===== src/rtl/wr_dec_balance_mon.sv =====
// Multi-channel monitor pairing each write-enable pulse with one unit decrement of
// that channel's remaining-words counter; sticky errors plus first-error capture.
module wr_dec_balance_mon #(
    parameter int NUM_CH  = 3,
    parameter int CNT_W   = 14,
    parameter int LAG_TOL = 2,
    parameter int LAG_CYC = 8,
    parameter int STAT_W  = 32
) (
    input  logic                     clk,
    input  logic                     rst_n,
    input  logic                     mon_en,
    input  logic                     clr,
    input  logic [NUM_CH-1:0]        wr_en,
    input  logic [NUM_CH*CNT_W-1:0]  left_cnt,
    output logic [NUM_CH*STAT_W-1:0] wr_cnt,
    output logic [NUM_CH*STAT_W-1:0] dec_cnt,
    output logic [NUM_CH-1:0]        err_vec,
    output logic                     first_err_vld,
    output logic [$clog2(NUM_CH):0]  first_err_ch,
    output logic [1:0]               first_err_code,
    output logic [STAT_W-1:0]        first_err_cyc
);
    localparam int BAL_W = $clog2(LAG_TOL + 1) + 2;
    localparam int TMR_W = $clog2(LAG_CYC + 1);
    localparam int CH_W  = $clog2(NUM_CH) + 1;

    localparam logic signed [BAL_W-1:0] BAL_MAX = {1'b0, {(BAL_W-1){1'b1}}};
    localparam logic signed [BAL_W-1:0] BAL_MIN = {1'b1, {(BAL_W-1){1'b0}}};
    localparam logic signed [BAL_W-1:0] BAL_ONE = {{(BAL_W-1){1'b0}}, 1'b1};
    localparam logic signed [BAL_W-1:0] TOL_POS = BAL_W'(LAG_TOL);
    localparam logic signed [BAL_W-1:0] TOL_NEG = -TOL_POS;
    localparam logic [TMR_W-1:0]        TMR_LIM = TMR_W'(LAG_CYC);

    typedef enum logic [1:0] {
        ERR_NONE  = 2'd0,
        ERR_IMBAL = 2'd1,
        ERR_JUMP  = 2'd2,
        ERR_STALE = 2'd3
    } err_code_e;

    logic [CNT_W-1:0]        r_prev     [NUM_CH];
    logic [NUM_CH-1:0]       r_prev_vld;
    logic signed [BAL_W-1:0] r_bal      [NUM_CH];
    logic [TMR_W-1:0]        r_tmr      [NUM_CH];
    logic [STAT_W-1:0]       r_wr_cnt   [NUM_CH];
    logic [STAT_W-1:0]       r_dec_cnt  [NUM_CH];
    logic [NUM_CH-1:0]       r_err;
    logic                    r_first_vld;
    logic [CH_W-1:0]         r_first_ch;
    err_code_e               r_first_code;
    logic [STAT_W-1:0]       r_first_cyc;
    logic [STAT_W-1:0]       r_cyc;

    logic [CNT_W-1:0]        w_cur      [NUM_CH];
    logic [NUM_CH-1:0]       w_reload;
    logic [NUM_CH-1:0]       w_dec;
    logic [NUM_CH-1:0]       w_jump;
    logic signed [BAL_W-1:0] w_bal_base [NUM_CH];
    logic signed [BAL_W-1:0] w_bal_nxt  [NUM_CH];
    logic [TMR_W-1:0]        w_tmr_nxt  [NUM_CH];
    err_code_e               w_code     [NUM_CH];
    logic [NUM_CH-1:0]       w_err_hit;
    logic                    w_any_err;
    logic [CH_W-1:0]         w_sel_ch;
    err_code_e               w_sel_code;

    always_comb begin
        for (int ch = 0; ch < NUM_CH; ch++) begin
            w_cur[ch]      = left_cnt[ch*CNT_W +: CNT_W];
            w_reload[ch]   = r_prev_vld[ch] && (w_cur[ch] > r_prev[ch]);
            w_dec[ch]      = r_prev_vld[ch] && (r_prev[ch] > w_cur[ch])
                             && (w_cur[ch] + CNT_W'(1) == r_prev[ch]);
            w_jump[ch]     = r_prev_vld[ch] && (r_prev[ch] > w_cur[ch]) && !w_dec[ch];
            // A reload wipes the balance before this cycle's write/decrement apply.
            w_bal_base[ch] = w_reload[ch] ? '0 : r_bal[ch];

            // NOTE: every combinational variable gets a default before any branch so no latch is inferred.
            w_bal_nxt[ch] = w_bal_base[ch];
            if (wr_en[ch] && !w_dec[ch] && w_bal_base[ch] != BAL_MAX)
                w_bal_nxt[ch] = w_bal_base[ch] + BAL_ONE;
            else if (w_dec[ch] && !wr_en[ch] && w_bal_base[ch] != BAL_MIN)
                w_bal_nxt[ch] = w_bal_base[ch] - BAL_ONE;

            w_tmr_nxt[ch] = r_tmr[ch];
            if (w_reload[ch] || w_bal_nxt[ch] == '0)
                w_tmr_nxt[ch] = '0;
            else if (w_bal_base[ch] != '0 && r_tmr[ch] != TMR_LIM)
                w_tmr_nxt[ch] = r_tmr[ch] + TMR_W'(1);

            w_code[ch] = ERR_NONE;
            if (w_jump[ch])
                w_code[ch] = ERR_JUMP;
            else if (w_bal_nxt[ch] > TOL_POS || w_bal_nxt[ch] < TOL_NEG)
                w_code[ch] = ERR_IMBAL;
            else if (w_tmr_nxt[ch] == TMR_LIM)
                w_code[ch] = ERR_STALE;
            w_err_hit[ch] = (w_code[ch] != ERR_NONE);
        end
    end

    // Scan downward so the lowest failing channel is the one left standing.
    always_comb begin
        w_sel_ch   = '0;
        w_sel_code = ERR_NONE;
        for (int ch = NUM_CH - 1; ch >= 0; ch--) begin
            if (w_err_hit[ch]) begin
                w_sel_ch   = CH_W'(ch);
                w_sel_code = w_code[ch];
            end
        end
    end

    assign w_any_err = |w_err_hit;

    always_ff @(posedge clk or negedge rst_n) begin
        // NOTE: the per-channel arrays are plain flops, not RAM, so they are cleared with everything else.
        if (!rst_n) begin
            for (int ch = 0; ch < NUM_CH; ch++) begin
                r_prev[ch]    <= '0;
                r_bal[ch]     <= '0;
                r_tmr[ch]     <= '0;
                r_wr_cnt[ch]  <= '0;
                r_dec_cnt[ch] <= '0;
            end
            r_prev_vld   <= '0;
            r_err        <= '0;
            r_first_vld  <= 1'b0;
            r_first_ch   <= '0;
            r_first_code <= ERR_NONE;
            r_first_cyc  <= '0;
            r_cyc        <= '0;
        end else if (clr) begin
            for (int ch = 0; ch < NUM_CH; ch++) begin
                r_prev[ch]    <= '0;
                r_bal[ch]     <= '0;
                r_tmr[ch]     <= '0;
                r_wr_cnt[ch]  <= '0;
                r_dec_cnt[ch] <= '0;
            end
            r_prev_vld   <= '0;
            r_err        <= '0;
            r_first_vld  <= 1'b0;
            r_first_ch   <= '0;
            r_first_code <= ERR_NONE;
            r_first_cyc  <= '0;
            r_cyc        <= '0;
        end else if (mon_en) begin
            // NOTE: state updates are non-blocking; all next values were settled combinationally above.
            for (int ch = 0; ch < NUM_CH; ch++) begin
                r_prev[ch] <= w_cur[ch];
                r_bal[ch]  <= w_bal_nxt[ch];
                r_tmr[ch]  <= w_tmr_nxt[ch];
                if (wr_en[ch] && r_wr_cnt[ch] != '1)
                    r_wr_cnt[ch] <= r_wr_cnt[ch] + STAT_W'(1);
                if (w_dec[ch] && r_dec_cnt[ch] != '1)
                    r_dec_cnt[ch] <= r_dec_cnt[ch] + STAT_W'(1);
            end
            r_prev_vld <= '1;
            r_err      <= r_err | w_err_hit;
            r_cyc      <= r_cyc + STAT_W'(1);
            if (!r_first_vld && w_any_err) begin
                r_first_vld  <= 1'b1;
                r_first_ch   <= w_sel_ch;
                r_first_code <= w_sel_code;
                r_first_cyc  <= r_cyc;
            end
        end
    end

    for (genvar g = 0; g < NUM_CH; g++) begin : g_stat_out
        assign wr_cnt[g*STAT_W +: STAT_W]  = r_wr_cnt[g];
        assign dec_cnt[g*STAT_W +: STAT_W] = r_dec_cnt[g];
    end

    assign err_vec        = r_err;
    assign first_err_vld  = r_first_vld;
    assign first_err_ch   = r_first_ch;
    assign first_err_code = r_first_code;
    assign first_err_cyc  = r_first_cyc;

endmodule


===== config.mk =====
export PLATFORM = sky130hd
export DESIGN_NAME = wr_dec_balance_mon
export DESIGN_NICKNAME = d
export VERILOG_FILES = /design/src/rtl/wr_dec_balance_mon.sv
export SDC_FILE = /design/constraint.sdc
export NUM_CORES = 1
export LEC_CHECK = 0
export ABC_AREA = 1
export BUFFER_PORTS_ARGS = -buffer_cell sky130_fd_sc_hd__buf_2
export CORE_MARGIN = 2
export CORE_UTILIZATION = 40
export CTS_CLUSTER_DIAMETER = 40
export DETAILED_ROUTE_END_ITERATION = 6
export PLACE_DENSITY = 0.72
export SYNTH_ARGS = -nofsm -noshare
export SYNTH_HDL_FRONTEND = slang
export SYNTH_SLANG_ARGS = --single-unit

===== constraint.sdc =====
create_clock -name clk -period 2.9 [get_ports clk]
set_input_delay 0.435 -clock clk [delete_from_list [all_inputs] [get_ports clk]]
set_output_delay 0.435 -clock clk [all_outputs]
set_load 0.02 [all_outputs]

==> reports/metrics.cfg <==
[setup_path]
crit_path_start_kind=flop
path_class=flop to flop
required_ps=3420
crit_slowest_cell=dfrtp_1
crit_family=simple AND/OR/NAND/NOR gates
crit_arrival_ps=4060
crit_fanout=8
end_kind=flop
cpPeakStageDelay_ps=400
cp_cell_sequence=ha_4, nand4_1, nor2_2, nand2_2, nand3_4, buf_4, o21ai_0, nand2_1, nand2_1, buf_4, xor2_1, and3_1, nand4_1, nand2_2, nor2_4, nand2_4, nand3_4, buf_6, o21ai_1
ff2ff_path_depth=19
path_buf_inv=3
cp.depth=19

[logic_synthesis]
avgSynthCellArea_um2=7.37
async_reset_ff_frac=1.00
yosysWarningCount=0
synth-edff-count=0
syn_area_um2=20100
synth.distinct_cells=57
synth_nets=2836
netlist.area_leader.share=0.412
synth_top_flop_cell=dfrtp_1
synthCells=2723
ys_seq_elements=331
synth_top_area_cell=dfrtp_1
ys_seq_area_frac=0.412
synthTopCellsByArea=dfrtp_1, nand2_1, inv_1, nand3_1, o21ai_0

[cells_and_area]
final_nets=3553
final_cell_mix=nand2_1, buf_4, inv_1
final_cell_area_um2=29900
n_fill_cell=4183
areaGrowthSynthToFinish_pct=49.1
final_layout_size_suffix_gt1_frac=0.352
layout_commonest_cell=nand2_1
fin_cells=4170

[grt]
grt_util_met3=0.0574
grt_usage=0.248
grt_overflow=0
grt_start_max_net_pins=68
grt_util_met2=0.412
grt_pass1_wl_um=105000
use_met1=0.305
top_usage_layer=met2
grt_antenna_before_repair=3
grt_pass1_vias=20800

[sta]
fin_tns_setup_ps=-33930
setup_violations=100
finalMaxSlewViolations=0
rsz0062_at_grt=true
period_share=1.22
worstMarginPinSlew_ps=911
clock.fmax_ghz=0.282
slew_headroom=0.392
skew_ps=35.1
holdWs_ps=141
hold_viol=0
worst_slack_ps=-640
period_needed_ps=3540

[floorplanning]
rows=82
core_um2=49900
die_w_um=228
die_height_um=228
die_area_um2=52000
start_util=0.403
io_pins=282

[run_status]
violations=setup timing
outcome=finished with violations

[clock_network]
cts_sinks=331
cts_buffers=70
clk_latency_ps=620
ctsLongestPathBuffers=3
cts-root-buf=clkbuf_16
cts_tree=built
htreeDepth=3
cts.reportedPaths.clkPinSlew_ps=60

[power_and_ir_drop]
p_per_area_nw_per_um2=493
peakVddDrop_uv=354
p_leak_nw=14.6
p_total_w=0.0148

[drt]
route.detailed.drc=0
wirelength_um=68700
via_per_inst=5.24
drtPass1Iterations=6
via_count=21800
first_iter_violations=1640
wire_per_inst_um=16.5
antenna_left=0

[min_path]
hp-class=input pin to flop
hold_depth=3

[flow_run]
maxCapViolCount=0

[placed_design]
place_area_um2=25200
placedCellCount=3945
place_congestion=0.940
numPortBuffers=280
dp_hpwl_um=45800

==> stage by stage <==
stage / worst slack (ps) / utilization
3_3_place_gp: -789 / 0.505
3_5_place_dp: -839 / 0.505
5_1_grt: -833 / 0.600
4_1_cts: -502 / 0.569
6_report: -640 / 0.600
2_1_floorplan: -202 / -
==> final cells by class <==
class,instances,area [um^2],area share
multi-input combinational,1935,11900,0.398
sequential,331,8280,0.277
timing repair buffer,705,4930,0.165
clock buffer,86,1910,0.0639
inverter,397,1550,0.0517
tap,672,841,0.0281
clock inverter,42,513,0.0171
antenna,2,5.00,0.000167
==> flip-flops by register name (all words and copies together), names as in the netlist <==
signal / count
r_prev: 42
r_bal: 12
wr_cnt: 96
first_err_code: 2
r_cyc: 32
r_tmr: 12
first_err_vld: 1
first_err_ch: 2
dec_cnt: 96
first_err_cyc: 32
r_prev_vld: 1
err_vec: 3
==> final timing paths <==
check | from | to | slack [ps]
max reg2reg | r_prev[40] | first_err_cyc[19] | -640
max | r_prev[40] | first_err_cyc[19] | -640
min | left_cnt[12] | r_prev[40] | 140
max in group asynchronous | rst_n | first_err_cyc[13] | 1570
min reg2reg | r_cyc[31] | r_cyc[31] | 480
min in group asynchronous | rst_n | wr_cnt[82] | 430
==> worst register-to-register path, delay by kind of cell, from the launching register on <==
family	cells	cell delay (ps)
AOI/OAI and AO/OA	2	300
xor gates and xnor gates	1	220
adders and majority gates	1	280
buffers and inverters	3	550
DFF	1	400
and+or+nand+nor	12	1710
==> repair_timing <==
action,in CTS,in global routing
endpoints found under the setup margin,109,154
hold buffers,1,0
gates cloned,1,5
pin swaps,60,117
setup buffers,45,53
hold endpoints to repair,59,0
resized for setup,125,285
==> where the power goes <==
part,internal [W],leakage (nW),total (W),switching (W)
Sequential,0.00470,4.58,0.00478,0.0000772
Combinational,0.000691,8.81,0.00167,0.000982
Clock,0.00538,1.19,0.00830,0.00292
==> cell families (layout without fill, tap and decap cells) <==
group | count (synthesis) | count (layout) | synth area share
xor+xnor | 61 | 61 | 0.0266
flops | 331 | 331 | 0.412
compound gates | 467 | 467 | 0.127
fa+ha+maj | 64 | 64 | 0.0399
simple gates | 1342 | 1342 | 0.305
other cells | 1 | 3 | 0.000187
buf+inv | 457 | 1230 | 0.0895
==> cells in the mapped netlist (6+ instances only) <==
| cell type | n |
|---|---|
| nor4_1 | 30 |
| nand3_2 | 10 |
| dfrtp_1 | 331 |
| nand2_1 | 570 |
| a31oi_1 | 10 |
| xnor2_1 | 15 |
| nor3_1 | 118 |
| o21ai_1 | 20 |
| a21oi_1 | 167 |
| xor2_1 | 46 |
| nand2_2 | 12 |
| nand4_1 | 67 |
| ha_1 | 64 |
| nor2_4 | 9 |
| a211oi_1 | 8 |
| nand3_1 | 233 |
| clkbuf_1 | 36 |
| nand3b_1 | 6 |
| nor2_2 | 17 |
| o21a_1 | 9 |
| o31ai_1 | 12 |
| o21ai_0 | 193 |
| buf_6 | 9 |
| nor2_1 | 237 |
| o21bai_1 | 7 |
| o22ai_1 | 19 |
| inv_1 | 395 |
| buf_1 | 7 |
| nor3b_1 | 10 |
==> routing by layer <==
| layer | share of wire | vias up |
|---|---|---|
| met5 | 0.00022 | - |
| met3 | 0.073 | 180 |
| met2 | 0.48 | 807 |
| met1 | 0.40 | 10300 |
| met4 | 0.041 | 2 |
| li1 | - | 10500 |
Power figures use the tool's default switching activity.
